--- src/rtl/kmac_absorb_ctrl.sv ---
// rtl/kmac_absorb_ctrl.sv - Keccak sponge absorb sequencer: byte packing, pad10*1, block handoff
// One message in flight; blocks are held stable on blk_data until the permutation takes them.
module kmac_absorb_ctrl #(
  parameter int unsigned RATE_BYTES = 136,
  parameter logic [7:0]  DS_BYTE    = 8'h04
) (
  input  logic                    clk,
  input  logic                    rst,
  input  logic                    in_valid,
  output logic                    in_ready,
  input  logic [7:0]              in_data,
  input  logic                    in_keep,
  input  logic                    in_last,
  output logic                    blk_valid,
  input  logic                    blk_ready,
  output logic [RATE_BYTES*8-1:0] blk_data,
  output logic                    blk_final,
  output logic                    busy,
  output logic                    done
);
  localparam int unsigned   CW       = $clog2(RATE_BYTES);
  localparam logic [CW-1:0] LAST_IDX = CW'(RATE_BYTES - 1);

  if (RATE_BYTES < 2 || DS_BYTE[7]) begin : g_param_check
    $error("kmac_absorb_ctrl: RATE_BYTES must be >= 2 and DS_BYTE bit 7 must be 0");
  end

  typedef enum logic [1:0] {S_FILL, S_PAD, S_EMIT} state_e;

  state_e                  state_q;
  logic [CW-1:0]           cnt_q;
  logic [RATE_BYTES*8-1:0] buf_q;
  logic [RATE_BYTES*8-1:0] buf_fill_d;
  logic [RATE_BYTES*8-1:0] buf_pad_d;
  logic                    pad_pending_q;
  logic                    final_q;
  logic                    in_ready_q;
  logic                    blk_valid_q;
  logic                    busy_q;
  logic                    done_q;
  logic                    beat_acc;
  logic                    blk_hs;
  logic                    cnt_full;

  assign beat_acc = in_valid & in_ready_q;
  assign blk_hs   = blk_valid_q & blk_ready;
  assign cnt_full = (cnt_q == LAST_IDX);

  // Padding writes DS at cnt first, so a DS landing on the last byte merges with 8'h80.
  always_comb begin
    buf_fill_d = buf_q;
    buf_pad_d  = buf_q;
    for (int i = 0; i < RATE_BYTES; i++) begin
      if (cnt_q == CW'(i)) begin
        buf_fill_d[8*i +: 8] = in_data;
        buf_pad_d[8*i +: 8]  = DS_BYTE;
      end
    end
    buf_pad_d[8*(RATE_BYTES-1) +: 8] = buf_pad_d[8*(RATE_BYTES-1) +: 8] | 8'h80;
  end

  always_ff @(posedge clk or posedge rst) begin
    if (rst) begin
      state_q       <= S_FILL;
      cnt_q         <= '0;
      buf_q         <= '0;
      pad_pending_q <= 1'b0;
      final_q       <= 1'b0;
      in_ready_q    <= 1'b1;
      blk_valid_q   <= 1'b0;
      busy_q        <= 1'b0;
      done_q        <= 1'b0;
    end else begin
      done_q <= 1'b0;
      unique case (state_q)
        S_FILL: begin
          if (beat_acc && (in_keep || in_last)) busy_q <= 1'b1;
          if (beat_acc && in_keep) begin
            buf_q <= buf_fill_d;
            if (cnt_full) begin
              cnt_q         <= '0;
              final_q       <= 1'b0;
              pad_pending_q <= in_last;
              state_q       <= S_EMIT;
              in_ready_q    <= 1'b0;
              blk_valid_q   <= 1'b1;
            end else begin
              cnt_q <= cnt_q + 1'b1;
              if (in_last) begin
                state_q    <= S_PAD;
                in_ready_q <= 1'b0;
              end
            end
          end else if (beat_acc && in_last) begin
            state_q    <= S_PAD;
            in_ready_q <= 1'b0;
          end
        end
        S_PAD: begin
          buf_q         <= buf_pad_d;
          final_q       <= 1'b1;
          pad_pending_q <= 1'b0;
          state_q       <= S_EMIT;
          blk_valid_q   <= 1'b1;
        end
        S_EMIT: begin
          if (blk_hs) begin
            buf_q       <= '0;
            cnt_q       <= '0;
            blk_valid_q <= 1'b0;
            if (final_q) begin
              state_q    <= S_FILL;
              in_ready_q <= 1'b1;
              final_q    <= 1'b0;
              busy_q     <= 1'b0;
              done_q     <= 1'b1;
            end else if (pad_pending_q) begin
              state_q <= S_PAD;
            end else begin
              state_q    <= S_FILL;
              in_ready_q <= 1'b1;
            end
          end
        end
        default: begin
          state_q    <= S_FILL;
          in_ready_q <= 1'b1;
        end
      endcase
    end
  end

  assign in_ready  = in_ready_q;
  assign blk_valid = blk_valid_q;
  assign blk_data  = buf_q;
  assign blk_final = final_q;
  assign busy      = busy_q;
  assign done      = done_q;

endmodule

--- config.mk ---
export PLATFORM = sky130hd
export DESIGN_NAME = kmac_absorb_ctrl
export DESIGN_NICKNAME = d
export VERILOG_FILES = /design/src/rtl/kmac_absorb_ctrl.sv
export SDC_FILE = /design/constraint.sdc
export NUM_CORES = 2
export LEC_CHECK = 0
export BUFFER_PORTS_ARGS = -buffer_cell sky130_fd_sc_hd__buf_2
export CAP_MARGIN = 0
export CORE_AREA = 2 2 433 435
export CTS_CLUSTER_SIZE = 20
export DETAILED_ROUTE_END_ITERATION = 16
export DIE_AREA = 0 0 435 437
export GPL_TIMING_DRIVEN = 0
export PLACE_DENSITY = 0.5
export SLEW_MARGIN = 20
export SYNTH_ARGS = -nofsm -noshare
export SYNTH_HDL_FRONTEND = slang
export SYNTH_SLANG_ARGS = --single-unit
--- constraint.sdc ---
create_clock -name clk -period 70 [get_ports clk]
set_input_delay 14 -clock clk [delete_from_list [all_inputs] [get_ports clk]]
set_output_delay 14 -clock clk [all_outputs]
set_load 0.01 [all_outputs]
After elaboration in Yosys (flattened, before gate mapping)
Index checks and enable logic that the tools add are counted.
{"block": "op_classes", "magnitude_cmp": 0, "reduce_logical": 151, "addsub": 1, "n_bitwise": 3, "shifts": 0, "n_div": 0, "mux": 312, "multipliers": 0, "n_eq_ne": 416}
{"cell": "case mux 1088 bit (3 select lines)", "count": 1}
{"cell": "2-to-1 mux 8 bit", "count": 274}
{"cell": "2-to-1 mux 1088 bit", "count": 2}
{"cell": "AND reduction 5 bit", "count": 137}
{"cell": "inequality test 2 bit, second input constant", "count": 276}
{"cell": "equality test 8 x 7 -> 1 bit, second input constant", "count": 64}
{"cell": "equality test 8 x 6 -> 1 bit, second input constant", "count": 32}
{"cell": "equality test 8 x 5 -> 1 bit, second input constant", "count": 16}
{"cell": "equality test 8 x 4 -> 1 bit, second input constant", "count": 8}
{"cell": "equality test 8 bit, second input constant", "count": 8}
{"cell": "equality test 8 x 3 -> 1 bit, second input constant", "count": 4}
{"cell": "2-to-1 mux 1 bit", "count": 22}
{"cell": "equality test 8 x 2 -> 1 bit, second input constant", "count": 2}
{"cell": "case mux 8 bit (2 select lines)", "count": 1}
{"cell": "2-to-1 mux 2 bit", "count": 5}
{"cell": "case mux 1 bit (3 select lines)", "count": 3}
{"cell": "AND reduction 3 bit", "count": 3}
{"cell": "adder 8 x 1 -> 8 bit, second input constant", "count": 1}
{"cell": "equality test 8 x 1 -> 1 bit, second input constant", "count": 1}
{"cell": "logical NOT 8 bit", "count": 1}
{"cell": "AND reduction 4 bit", "count": 2}
{"cell": "2-to-1 mux 7 bit", "count": 1}
{"cell": "inequality test 3 bit, second input constant", "count": 2}
{"cell": "case mux 2 bit (3 select lines)", "count": 1}
{"cell": "11 further kinds", "count": 16}
{"block": "totals", "mem_bits_ro": 0, "reg_bits": 1104, "elab_cells": 1028, "mem_count": 0, "ram_bits": 0, "out_inout_bits": 1093, "latchBits": 0, "in_bits": 14}

Logic depth before layout (Yosys ltp)
{"block": "logic_depth", "word_depth": 5, "depth_mapped": 9}

Least setup slack after synthesis
OpenSTA, ideal clock, no wires.
{"block": "synth_path", "kind": "input to register", "start": "input in_keep", "end": "register buf_q[280] (netlist: blk_data[280])", "path_slack_ps": 54398, "path_buffers": 2, "arrival_time_ps": 15477, "t_required_ps": 69875, "stages": 6, "setup_ps": 125, "path_cell_list": "nand3_2 > a211o_1 > buf_2 > buf_6 > nor2_2 > mux2_2"}
{"block": "synth_via", "elab_chain_len": 3}
{"element": "from (decl)", "line_no": "12", "rtl": "input logic in_keep,"}
{"element": "logical AND 1 bit", "line_no": "78", "rtl": "if (beat_acc && in_keep) begin"}
{"element": "inequality test 2 bit (no source line)"}
{"element": "AND reduction 5 bit (no source line)"}
{"element": "to (signal assigned)", "line_no": "79", "rtl": "buf_q <= buf_fill_d;"}
{"element": "to (signal assigned)", "line_no": "100", "rtl": "buf_q <= buf_pad_d;"}
{"element": "to (decl)", "line_no": "32", "rtl": "logic [RATE_BYTES*8-1:0] buf_q;"}
No other way between the ends.
A chain may end at the register's enable or synchronous reset.

Final worst setup path
{"block": "layout_path", "start": "input in_keep", "end": "register buf_q[163] (netlist: blk_data[163])"}
Same word-level chain as after synthesis.

==> metrics.md <==
| Metric | Value |
|---|---|
| Outcome | `finished clean` |
| Inserted Clock Buffers | `approximately 120` |
| Dpl cell area | `52700 um2` |
| Clk_skew | `0.0599 ns` |
| CTS tree | `done` |
| Post-CTS Repair Setup Buffers | `0` |
| Yosys top cell by area | `dfrtp_1` |
| Final Instance Count excl. Fillers | `approximately 6.6k` |
| Setup TNS | `0 ns` |
| DRT Pass-1 Iters | `4` |
| CP Max Fanout | `10` |
| Slowest-stage cell, CP | `a211oi_2` |
| Clock sink count | `1104` |
| Crit path top cell by count | `buf_2` |
| CP arrival | `about 17 ns` |
| Layout cells sized above 1 | `approximately three fifths` |
| RSZ-0062 raised after global routing | `false` |
| # hold bufs at CTS | `0` |
| Netlist cell types | `51` |
| Port Buffers | `1106` |
| Sequential area share after synthesis | `63.7%` |
| Initial Util | `23.4%` |
| Max transition margin | `around a quarter` |
| Critical path cell sequence | `buf_2 > nand3_2 > a211oi_2 > buf_2 > buf_4 > o21ai_2 > mux2_1` |
| Hold Violations, Final | `0` |
| CP Class | `in -> reg` |
| Placed Cells | `6380` |
| Root Buffer | `clkbuf_16` |
| Vias in the first global route | `29.6k` |
| Synth cell count leaders | `1103 x dfrtp_1, 1000 x mux2_2, 134 x clkbuf_1` |
| Top cells by area, synth | `dfrtp_1 64%, mux2_2 26%, mux2_1 2.3%, o21ai_2 2.0%, clkbuf_1 1.2%` |
| Max Fclk | `62.1 MHz` |
| Worst vdd ir | `0.0234 mV` |
| Layout fillers | `roughly 19k` |
| Most frequent cell after synthesis | `dfrtp_1` |
| Post-Syn Area | `43400 um2` |
| Vias | `28.8k` |
| Hpwl dp | `137000 um` |
| Final Cell Area | `56700 um2` |
| MaxCap Viol Count | `0` |
| Storage cell area | `27600 um2` |
| Least-Margin Pin Slew | `about 1.1 ns` |
| DR iter-0 viols | `1283` |
| CP Capture Type | `register` |
| Pwr dens | `59.7 nW/um2` |
| DIE WIDTH | `435 um` |
| Type of origin of the critical path | `input port` |
| Primary FF master, synth | `dfrtp_1` |
| Area Overhead vs Synth | `30.8%` |
| Post-synth EDFFs | `0` |
| Die area | `190000 um2` |
| Worst-Skew Late Latency | `0.79 ns` |
| Period minus WS final | `about 16 ns` |
| WL/cell | `27.4 um` |
| H-Tree Level Count | `3` |
| Vias per inst | `4.35` |
| # setup viols final | `0` |
| Top cell type's share of synthesized area | `roughly 64%` |
| FF+latch count, synth | `~1.1k` |
| Max incr delay on CP | `0.69 ns` |
| Multi-input logic area | `15000 um2` |
| Mapped Cells | `2768` |
| Routed Antenna Nets | `0` |
| Largest net degree at the start of global routing | `100` |
| Critical Path RT | `slightly above 70 ns` |
| Hold WC Path Type | `reg -> reg` |
| DIE HEIGHT | `437 um` |
| CTS Buffer Depth | `3` |
| Slew Viols, Final | `0` |
| DRC viols | `0` |
| Share of the clock period used by the worst path | `23.0%` |
| Static Leak | `27.8 nW` |
| Number of antenna violations at the first check in global routing | `11` |
| Post-CTS Resized | `0` |
| Global placement routability congestion | `0.789` |
| Syn nets | `between 2k and 3k` |
| Top Ports | `about 1.1k` |
| Syn_area_per_cell | `between 15 and 20 um2` |
| Core Box Area | `between 150000 and 200000 um2` |
| GRT Overall Usage | `roughly 19%` |
| Post-Route WL | `181000 um` |
| Syn. warnings | `0` |
| Num rows | `158` |
| FFs w/ async S/R, synth | `100%` |
| Global-route wire length before repair | `249000 um` |
| NumNets Final | `4046` |
| Reg clk slew, reported paths | `0.06 ns` |
| GRT overflow | `0` |
[metal layers]
layer | global-route usage [%] | vias to the layer above | part of all wire [%]
li1 | - | 12400 | -
met1 | 21.0 | 15200 | 38
met5 | 0 | - | 0
met4 | 6.47 | 0 | 3.3
met3 | 4.99 | 239 | 6.2
met2 | 33.5 | 908 | 52
[worst max-delay path, delay by kind of cell]
family / cells / cell delay, ns
compound gates: 2 / 1.01
buf+inv: 3 / 1.04
mux: 1 / 0.44
simple gates: 1 / 0.20
[kinds of logic after synthesis]
kind of cell               count (synthesis)  share of synthesized area, %
buffers and inverters                    184                          1.78
DFF                                     1104                          63.7
muxes                                   1092                          28.4
and+or+nand+nor                          210                          2.93
adders and majority gates                  9                         0.260
AOI/OAI and AO/OA                        169                          2.96
[layout by cell type, fill, tap and decap left out, types with 8 or more instances in the layout]
cell type / Yosys / final
nand2_1: 10 / 10
nor2_1: 106 / 106
nand3b_1: 8 / 8
nand3_1: 9 / 9
mux2_2: 1000 / 1000
o21ai_2: 98 / 97
clkbuf_16: 0 / 122
clkinv_2: 0 / 18
nor2_2: 13 / 13
buf_16: 0 / 18
nor2_4: 23 / 23
ha_1: 9 / 9
a21oi_1: 39 / 39
buf_2: 27 / 1133
mux2_1: 90 / 90
clkbuf_8: 0 / 30
dfrtp_1: 1103 / 1103
clkbuf_2: 0 / 17
clkbuf_1: 134 / 149
[power by group]
| group | internal (mW) | switching, mW | total [mW] |
|---|---|---|---|
| registers | 0.919 | 0.126 | 1.05 |
| clock network | 0.368 | 0.277 | 0.645 |
| logic | 0.695 | 1.00 | 1.70 |
[registers in the layout, indices dropped and copies added, names as in the netlist]
name	flops
blk_data	1088
blk_final	1
blk_valid	1
busy	1
cnt_q	8
done	1
in_ready	1
pad_pending_q	1
state_q	2
[final timing paths]
kind	depth (start not counted)	startpoint	slack (ns)	endpoint
max	7	in_keep	53.89	blk_data[163]
min	1	blk_data[95]	0.48	blk_data[95]
max reg2reg	7	state_q[1]	66.08	blk_data[930]
min reg2reg	1	blk_data[95]	0.48	blk_data[95]
max in group asynchronous	7	rst	54.48	blk_data[296]
min in group asynchronous	2	rst	13.24	cnt_q[6]
[stage by stage]
stage               hold slack [ns]  total power, mW  utilization, %  worst slack [ns]
finish                        0.484             3.39            30.6             53.89
CTS                           0.489             3.46            30.6             53.97
floorplan                     0.481             2.00               -             24.92
detailed placement            0.476             2.80            28.5             53.08
global placement              0.469             2.77            28.1             11.08
global route                  0.497             3.58            30.6             53.94
[area by class of cell]
cell class                 count  area share (%)
antenna                        6          0.0265
buffer                       176            1.35
clock buffer                 184            6.32
clock inverter                35           0.733
inverter                       8          0.0662
multi-input combinational   1480            26.4
sequential                  1104            48.7
tap                         2480            5.47
timing repair buffer        1132            10.9
Power figures use the tool's default switching activity.
